## config.mk

```make
export PLATFORM = sky130hd
export DESIGN_NAME = word_packer
export DESIGN_NICKNAME = d
export VERILOG_FILES = /design/src/rtl/word_packer.sv
export SDC_FILE = /design/constraint.sdc
export NUM_CORES = 1
export LEC_CHECK = 0
export ABC_AREA = 1
export CORE_AREA = 4 4 86 169
export CTS_BUF_LIST = sky130_fd_sc_hd__clkbuf_8
export CTS_CLUSTER_SIZE = 14
export DETAILED_ROUTE_END_ITERATION = 8
export DIE_AREA = 0 0 90 173
export DONT_BUFFER_PORTS = 1
export PLACE_DENSITY = 0.47
export SETUP_SLACK_MARGIN = 0.02
export SYNTH_ARGS = -nofsm -noshare
export SYNTH_HDL_FRONTEND = slang
export SYNTH_SLANG_ARGS = --single-unit
```

## constraint.sdc

```tcl
create_clock -name clk -period 5.3 [get_ports clk]
set_input_delay 0.53 -clock clk [delete_from_list [all_inputs] [get_ports clk]]
set_output_delay 0.53 -clock clk [all_outputs]
set_load 0.005 [all_outputs]
```

## src/rtl/word_packer.sv

```systemverilog
// word_packer: frames a back-to-back byte stream of length-prefixed packets
// into 32-bit big-endian words with a last flag on a valid/ready interface.
// Packets whose length field is outside [MIN_LEN, MAX_LEN] are swallowed
// whole and flagged with a one-cycle lenError pulse.
// Optional: define WORD_PACKER_STATS_EN to add pktCount/dropCount outputs.
module word_packer #(
    parameter int MIN_LEN = 9,
    parameter int MAX_LEN = 45
) (
    input  logic        clk,
    input  logic        reset_b,
    input  logic [7:0]  byteIn,
    input  logic        byteIn_val,
    output logic        byteIn_ready,
    output logic [31:0] dataOut,
    output logic        dataOut_val,
    input  logic        dataOut_ready,
    output logic        dataOut_last,
    output logic        lenError
`ifdef WORD_PACKER_STATS_EN
    ,
    output logic [15:0] pktCount,
    output logic [15:0] dropCount
`endif
);

    typedef enum logic [1:0] {LEN_HI, LEN_LO, PASS, DROP} state_t;

    localparam logic [15:0] MinL = 16'(MIN_LEN);
    localparam logic [15:0] MaxL = 16'(MAX_LEN);

    state_t      state, nextState;
    logic [31:0] acc;
    logic [1:0]  bytePos;
    logic [15:0] remaining;
    logic [31:0] packedWord;
    logic [15:0] lenVal;
    logic        lenOk;
    logic        accept;
    logic        wordDone;

    assign accept   = byteIn_val && byteIn_ready;
    assign lenVal   = {acc[31:24], byteIn};
    assign lenOk    = (lenVal >= MinL) && (lenVal <= MaxL);
    assign wordDone = (bytePos == 2'd3) || (remaining == 16'd1);

    // Merge the incoming byte into the accumulator; lanes past bytePos read as zero
    always_comb begin
        packedWord = '0;
        for (int i = 0; i < 4; i++) begin
            if (2'(i) < bytePos)
                packedWord[31-8*i -: 8] = acc[31-8*i -: 8];
            else if (2'(i) == bytePos)
                packedWord[31-8*i -: 8] = byteIn;
        end
    end

    // State register
    always_ff @(posedge clk) begin
        if (!reset_b) state <= LEN_HI;
        else          state <= nextState;
    end

    // Next-state logic; only advances on an accepted byte
    always_comb begin
        nextState = state;
        if (accept) begin
            case (state)
                LEN_HI: nextState = LEN_LO;
                LEN_LO: begin
                    if (lenOk)               nextState = PASS;
                    else if (lenVal > 16'd2) nextState = DROP;
                    else                     nextState = LEN_HI;
                end
                PASS:   if (remaining == 16'd1) nextState = LEN_HI;
                DROP:   if (remaining == 16'd1) nextState = LEN_HI;
                default: nextState = LEN_HI;
            endcase
        end
    end

    // Input ready: DROP never stalls, otherwise wait for room in the output register
    always_comb begin
        byteIn_ready = 1'b1;
        if (state != DROP)
            byteIn_ready = !dataOut_val || dataOut_ready;
    end

    // Datapath: accumulator, counters and the single-entry output register
    always_ff @(posedge clk) begin
        if (!reset_b) begin
            acc          <= '0;
            bytePos      <= '0;
            remaining    <= '0;
            dataOut      <= '0;
            dataOut_val  <= 1'b0;
            dataOut_last <= 1'b0;
            lenError     <= 1'b0;
        end else begin
            lenError <= 1'b0;
            if (dataOut_val && dataOut_ready)
                dataOut_val <= 1'b0;
            if (accept) begin
                case (state)
                    LEN_HI: acc[31:24] <= byteIn;
                    LEN_LO: begin
                        acc[23:16] <= byteIn;
                        if (lenOk) begin
                            remaining <= lenVal - 16'd2;
                            bytePos   <= 2'd2;
                        end else begin
                            lenError <= 1'b1;
                            if (lenVal > 16'd2)
                                remaining <= lenVal - 16'd2;
                        end
                    end
                    PASS: begin
                        remaining <= remaining - 16'd1;
                        if (wordDone) begin
                            dataOut      <= packedWord;
                            dataOut_val  <= 1'b1;
                            dataOut_last <= (remaining == 16'd1);
                            bytePos      <= 2'd0;
                            acc          <= '0;
                        end else begin
                            acc     <= packedWord;
                            bytePos <= bytePos + 2'd1;
                        end
                    end
                    DROP: remaining <= remaining - 16'd1;
                    default: ;
                endcase
            end
        end
    end

`ifdef WORD_PACKER_STATS_EN
    // Saturating packet / drop counters
    always_ff @(posedge clk) begin
        if (!reset_b) begin
            pktCount  <= '0;
            dropCount <= '0;
        end else begin
            if (dataOut_val && dataOut_ready && dataOut_last && pktCount != 16'hFFFF)
                pktCount <= pktCount + 16'd1;
            if (accept && state == LEN_LO && !lenOk && dropCount != 16'hFFFF)
                dropCount <= dropCount + 16'd1;
        end
    end
`endif

endmodule

```

==> Yosys cells after proc, flatten, opt, wreduce, memory -nomap -nowiden <==
Cells that the tools add are included.
{ "op_classes": {"shifts": 0, "n_div": 0, "reduce_logical": 20, "bitwise_logic": 0, "multipliers": 0, "muxes": 27, "eq_ne": 12, "n_addsub": 3, "order_cmp": 7} }
{ "ops": {"columns": ["operator", "count"], "rows": [
  ["8-bit 2-to-1 mux", 8],
  ["16-bit 2-to-1 mux", 2],
  ["32-bit 2-to-1 mux", 1],
  ["16-bit one-hot mux with 2 select lines", 1],
  ["8-bit one-hot mux with 2 select lines", 2],
  ["16-bit by 1-bit equality test with 1-bit output, second input constant", 1],
  ["16-bit by 4-bit >= comparator with 1-bit output, second input constant", 1],
  ["16-bit by 2-bit > comparator with 1-bit output, second input constant", 1],
  ["16-bit by 6-bit <= comparator with 1-bit output, second input constant", 1],
  ["16-bit by 1-bit subtractor with 16-bit output, second input constant", 1],
  ["16-bit by 2-bit subtractor with 16-bit output, second input constant", 1],
  ["3-bit AND reduction", 4],
  ["2-bit 2-to-1 mux", 5],
  ["2-bit AND reduction", 4],
  ["2-bit equality test, second input constant", 3],
  ["1-bit 2-to-1 mux", 6],
  ["2-bit one-hot mux with 3 select lines", 1],
  ["2-bit nonzero test", 3],
  ["2-bit equality test, first input constant", 2],
  ["2-bit logical NOT", 2],
  ["1-bit by 2-bit less-than comparator with 1-bit output, first input constant", 2],
  ["2-bit less-than comparator, first input constant", 2],
  ["2-bit inequality test, second input constant", 2],
  ["2-bit one-hot mux with 2 select lines", 1],
  ["other kinds (9)", 12]
]} }
{ "totals": {"reg_bits": 87, "inputBits": 12, "ramBits": 0, "latchBits": 0, "romBits": 0, "wordCells": 79, "memories": 0, "output_inout_bits": 36} }

==> Logic depth before layout (Yosys ltp) <==
{ "depth": {"depth_word": 5, "ltp_mapped": 12, "ltp_nobuf": 12} }

==> Least setup slack after synthesis <==
Ideal clock, no wire load.
{ "synth_path": {"kind": "reg-to-reg", "from": "register bytePos[1]", "to": "register dataOut[30]", "path_slack_ns": 3.533, "stages_incl_launch_ff": 10, "n_path_buf": 3, "t_arrival_ns": 1.651, "period_less_slack_ns": 1.767, "path_cell_list": "dfxtp_1 > clkbuf_1 > buf_2 > inv_1 > ha_1 > clkbuf_1 > nand2_1 > o21ai_0 > o21ai_0 > nor2_1"} }
{ "synth_between": {"elab_chain_len": 3, "elab_cells_between_ends": 7} }
{ "synth_rtl": {"columns": ["element", "line_no", "text"], "rows": [
  ["start: declaration", "34", "logic [1:0] bytePos;"],
  ["start signal: assignment", "127", "bytePos <= bytePos + 2'd1;"],
  ["2-bit equality test / 2-bit logical NOT (equally long branches)", "45, 53", null],
  ["1-bit logical OR / 8-bit 2-to-1 mux (equally long branches)", "45, 53", null],
  ["3-bit AND reduction (no line) / 8-bit 2-to-1 mux (equally long branches)", null, null],
  ["end signal: assignment", "120", "dataOut <= packedWord;"],
  ["end: declaration", "15", "output logic [31:0] dataOut,"]
]} }
Parallel ways exist; a longest one is shown, timed or not.
A chain may end at the register's enable or synchronous reset.

==> Worst setup path after layout <==
{ "layout_path": {"from": "register state[0]", "to": "register remaining[10]"} }
{ "layout_between": {"elab_chain_len": 4, "elab_cells_between_ends": 11} }
{ "layout_rtl": {"columns": ["element", "line_no", "text"], "rows": [
  ["start: declaration", "32", "state_t state, nextState;"],
  ["start signal: assignment", "61", "else state <= nextState;"],
  ["2-bit equality test / 2-bit inequality test (equally long branches)", "104, 85", null],
  ["2-bit OR reduction (no line) / 1-bit 2-to-1 mux (equally long branches)", null, null],
  ["2-bit nonzero test (no line) / 1-bit logical AND (equally long branches)", null, null],
  ["3-bit AND reduction (no line)", null, null],
  ["end signal: assignment", "109", "remaining <= lenVal - 16'd2;"],
  ["end signal: assignment", "114", "remaining <= lenVal - 16'd2;"],
  ["end signal: assignment", "118", "remaining <= remaining - 16'd1;"],
  ["end: declaration", "35", "logic [15:0] remaining;"]
]} }
Parallel ways exist; a longest one is shown, timed or not.

==> reports/qor.yml <==
status: "complete, no violations"
tritoncts_num_sinks: 79
cts.path.max_buffers: 2
routabilityCongestion: 0.8478
mappedNetlistNets: 710
preCtsSetupSlack_ns: 2.323
power_switching_uw: 485.4
post_dr_wirelength_cell_um: 15.44
most_common_cell_after_layout_fill_and_taps_aside: "nor2_1"
power_switching_share_pct: 34.07
regToRegSetupSlack_ns: 2.33
drt_first_iter_violations: 282
max-slew-margin-rel_pct: 30.84
starting_density_of_the_core_pct: 34.24
worst_setup_path_startpoint: "state[0]$_SDFFE_PN0P_"
floorplan.io_pins: 48
pwr-share-seq_pct: 46.2
cellInternalPower_uw: 939.2
tightestPinTransition_ns: 1.037
cp_cell_sequence: "inv_1 -> ha_1 -> nor2_1 -> buf_4 -> inv_2 -> nor2_1 -> nor2_1 -> nand2_4 -> inv_2 -> nand3_1 -> nand2_1 -> inv_1"
postCtsResizedCells: 0
clk_pin_slew_worst_paths_ns: 0.09
comb_power_share_pct: 22.2
slew_violations: 0
worst_ep_required_time_ns: 5.56
die_width_um: 90
detail_route.drc_violations: 0
worst_skew_pair.late_latency_ns: 0.37
finalHoldViolCount: 0
clock.fmax_ghz: 0.3365
worst-endpoint-arrival_ns: 3.24
postCtsSetupBuffers: 0
synthCells: 686
finish.instance_area_um2: 4752
endpoint_kind: "flip-flop"
power_leakage_uw: 0.001996
power_per_cell_area_nw_per_um2: 299.8
grt_start_max_net_pins: 66
finalHoldWorstSlack_ns: 0.2910
drt_wl_total_mm: 12.79
critPathSlowestCell: "ha_1"
clock-skew-final_ns: 0.01745
cp-start-kind: "flip-flop"
power.ir.vdd_worst_mv: 0.1100
worst-setup-path-type: "flip-flop to flip-flop"
floorplan.core_area_um2: 13290
r2r-start: "state[0]$_SDFFE_PN0P_"
routed_via_density: 5.124
grt.overflow.total: 0
finish.net_count: 694
holdBufCountCts: 0
die_height_um: 173
drt_pre_antenna_iters: 4
post_dp_cell_area_um2: 4568
via_count: 4243
port-buffer-count: 0
antenna_violations_before_repair: 0
finalCritPeriodShare_pct: 56.07
period_needed_ns: 2.971
post-layout-total-power_uw: 1425
grt_setup_unrepaired: "no"
p_clk_share_pct: 31.6
synth.lib_cells_used.distinct: 35
synth_seq_cells: 79
seq_area_frac_synth_pct: 34.76
postRouteAntennaNets: 0
cpPeakStageDelay_ns: 0.85
cpMostUsedCell: "nor2_1"
clk_root_buffer_cell: "clkbuf_8"
layout_common_cells: "nor2_1, nand2_1, o21ai_0"
timing.setup.tns_ns: 0
syn-cell-area_um2: 4549
cts_buffers: 9
crit_fanout: 30
clock_tree_from_tritoncts: "done"
setup_viol_count_final: 0
syn-mean-instance-area_um2: 6.632
grtUsageTotal_pct: 16.46
htree_levels: 3
die_area_um2: 15570
hold_path_startpoint: "reset_b"
min_delay_worst_type: "input pin to flip-flop"
postLayoutSetupSlackWorst_ns: 2.329
synth.yosys.warnings: 0
drv.max_cap_violation_count: 0
layout_overhead_on_the_synthesized_area_pct: 4.456
final_layout_size_suffix_gt1_share_pct: 7.875
antenna-diode-count: 0
first_global_vias: 4118
hpwl_after_detailed_placement_mm: 9.257
fp-row-count: 60
grt_pass1_wl_mm: 21.18
==> critical path: cells and delay by family, from the launching register on <==
family,cells,cell delay (ns)
adders and majority gates,1,0.85
buffers and inverters,5,0.90
DFF,1,0.33
and+or+nand+nor,6,0.77
==> power groups by stage <==
| stage | sequential [uW] | combinational [uW] | clock [uW] |
|---|---|---|---|
| global placement | 672 | 319 | 0 |
| detailed placement | 672 | 318 | 0 |
| CTS | 658 | 319 | 466 |
| finish | 658 | 316 | 450 |
| global route | 664 | 364 | 490 |
| floorplan | 660 | 259 | 0 |
==> flip-flops by register name (all words and copies together), names as in the netlist <==
signal and flops:
state 2, dataOut_last 1, acc 24, dataOut_val 1, bytePos 2, remaining 16
lenError 1, dataOut 32
==> cells in the mapped netlist, drive strengths merged <==
cell type | instances | share of area [%]
inv | 67 | 5.7
nand2 | 122 | 11
o21ai | 97 | 11
clkbuf | 15 | 1.2
ha | 12 | 3.3
nor3 | 4 | 0.44
xnor2 | 1 | 0.19
o211ai | 1 | 0.17
dfxtp | 79 | 35
a21oi | 42 | 4.6
clkinv | 2 | 0.19
a31oi | 1 | 0.14
a211oi | 8 | 1.3
nand4 | 7 | 1.1
nand3 | 56 | 6.2
xor2 | 2 | 0.39
buf | 13 | 2.8
and2 | 1 | 0.14
nor2 | 148 | 14
o31ai | 8 | 1.3
==> routing by layer <==
layer,track usage (%),vias to the layer above,share of wire (%)
met5,0,-,0
met4,6.010,0,2.0
met3,3.744,18,5.3
met2,27.22,94,48
met1,20.81,1918,44
li1,-,2213,-
==> per-stage QoR <==
| stage | cells | util [%] |
|---|---|---|
| after global routing | 828 | 35.76 |
| after global placement | 814 | 34.38 |
| final | 828 | 35.76 |
| after CTS | 828 | 35.76 |
| after floorplan | 686 | - |
| after detailed placement | 814 | 34.38 |
==> path summary, 6_finish.rpt <==
path              depth (start not counted)                          to
setup / recovery                         12  remaining[10]$_SDFFE_PN0P_
hold / removal                            2    dataOut[19]$_SDFFE_PN0P_
setup reg to reg                         12  remaining[10]$_SDFFE_PN0P_
hold reg to reg                           2     dataOut[3]$_SDFFE_PN0P_
==> kinds of logic after synthesis <==
kind of cell             Yosys count  synth area share, %
XOR/XNOR                           3               0.5777
AND/OR/NAND/NOR                  338                33.22
adder cells (fa/ha/maj)           12                3.300
flip-flops                        79                34.76
AO/OA/AOI/OAI                    157                18.23
buffers and inverters             97                9.901
==> layout make-up <==
class	count	area [um^2]
multi-input cells	510	2517
clock buffers	9	123.9
inverters	69	267.8
well taps	155	193.9
repair buffers	1	7.507
clock inverters	5	60.06
fillers	1507	8536
flip-flops and latches	79	1582
Note: power is estimated with default switching activity, not from simulation.
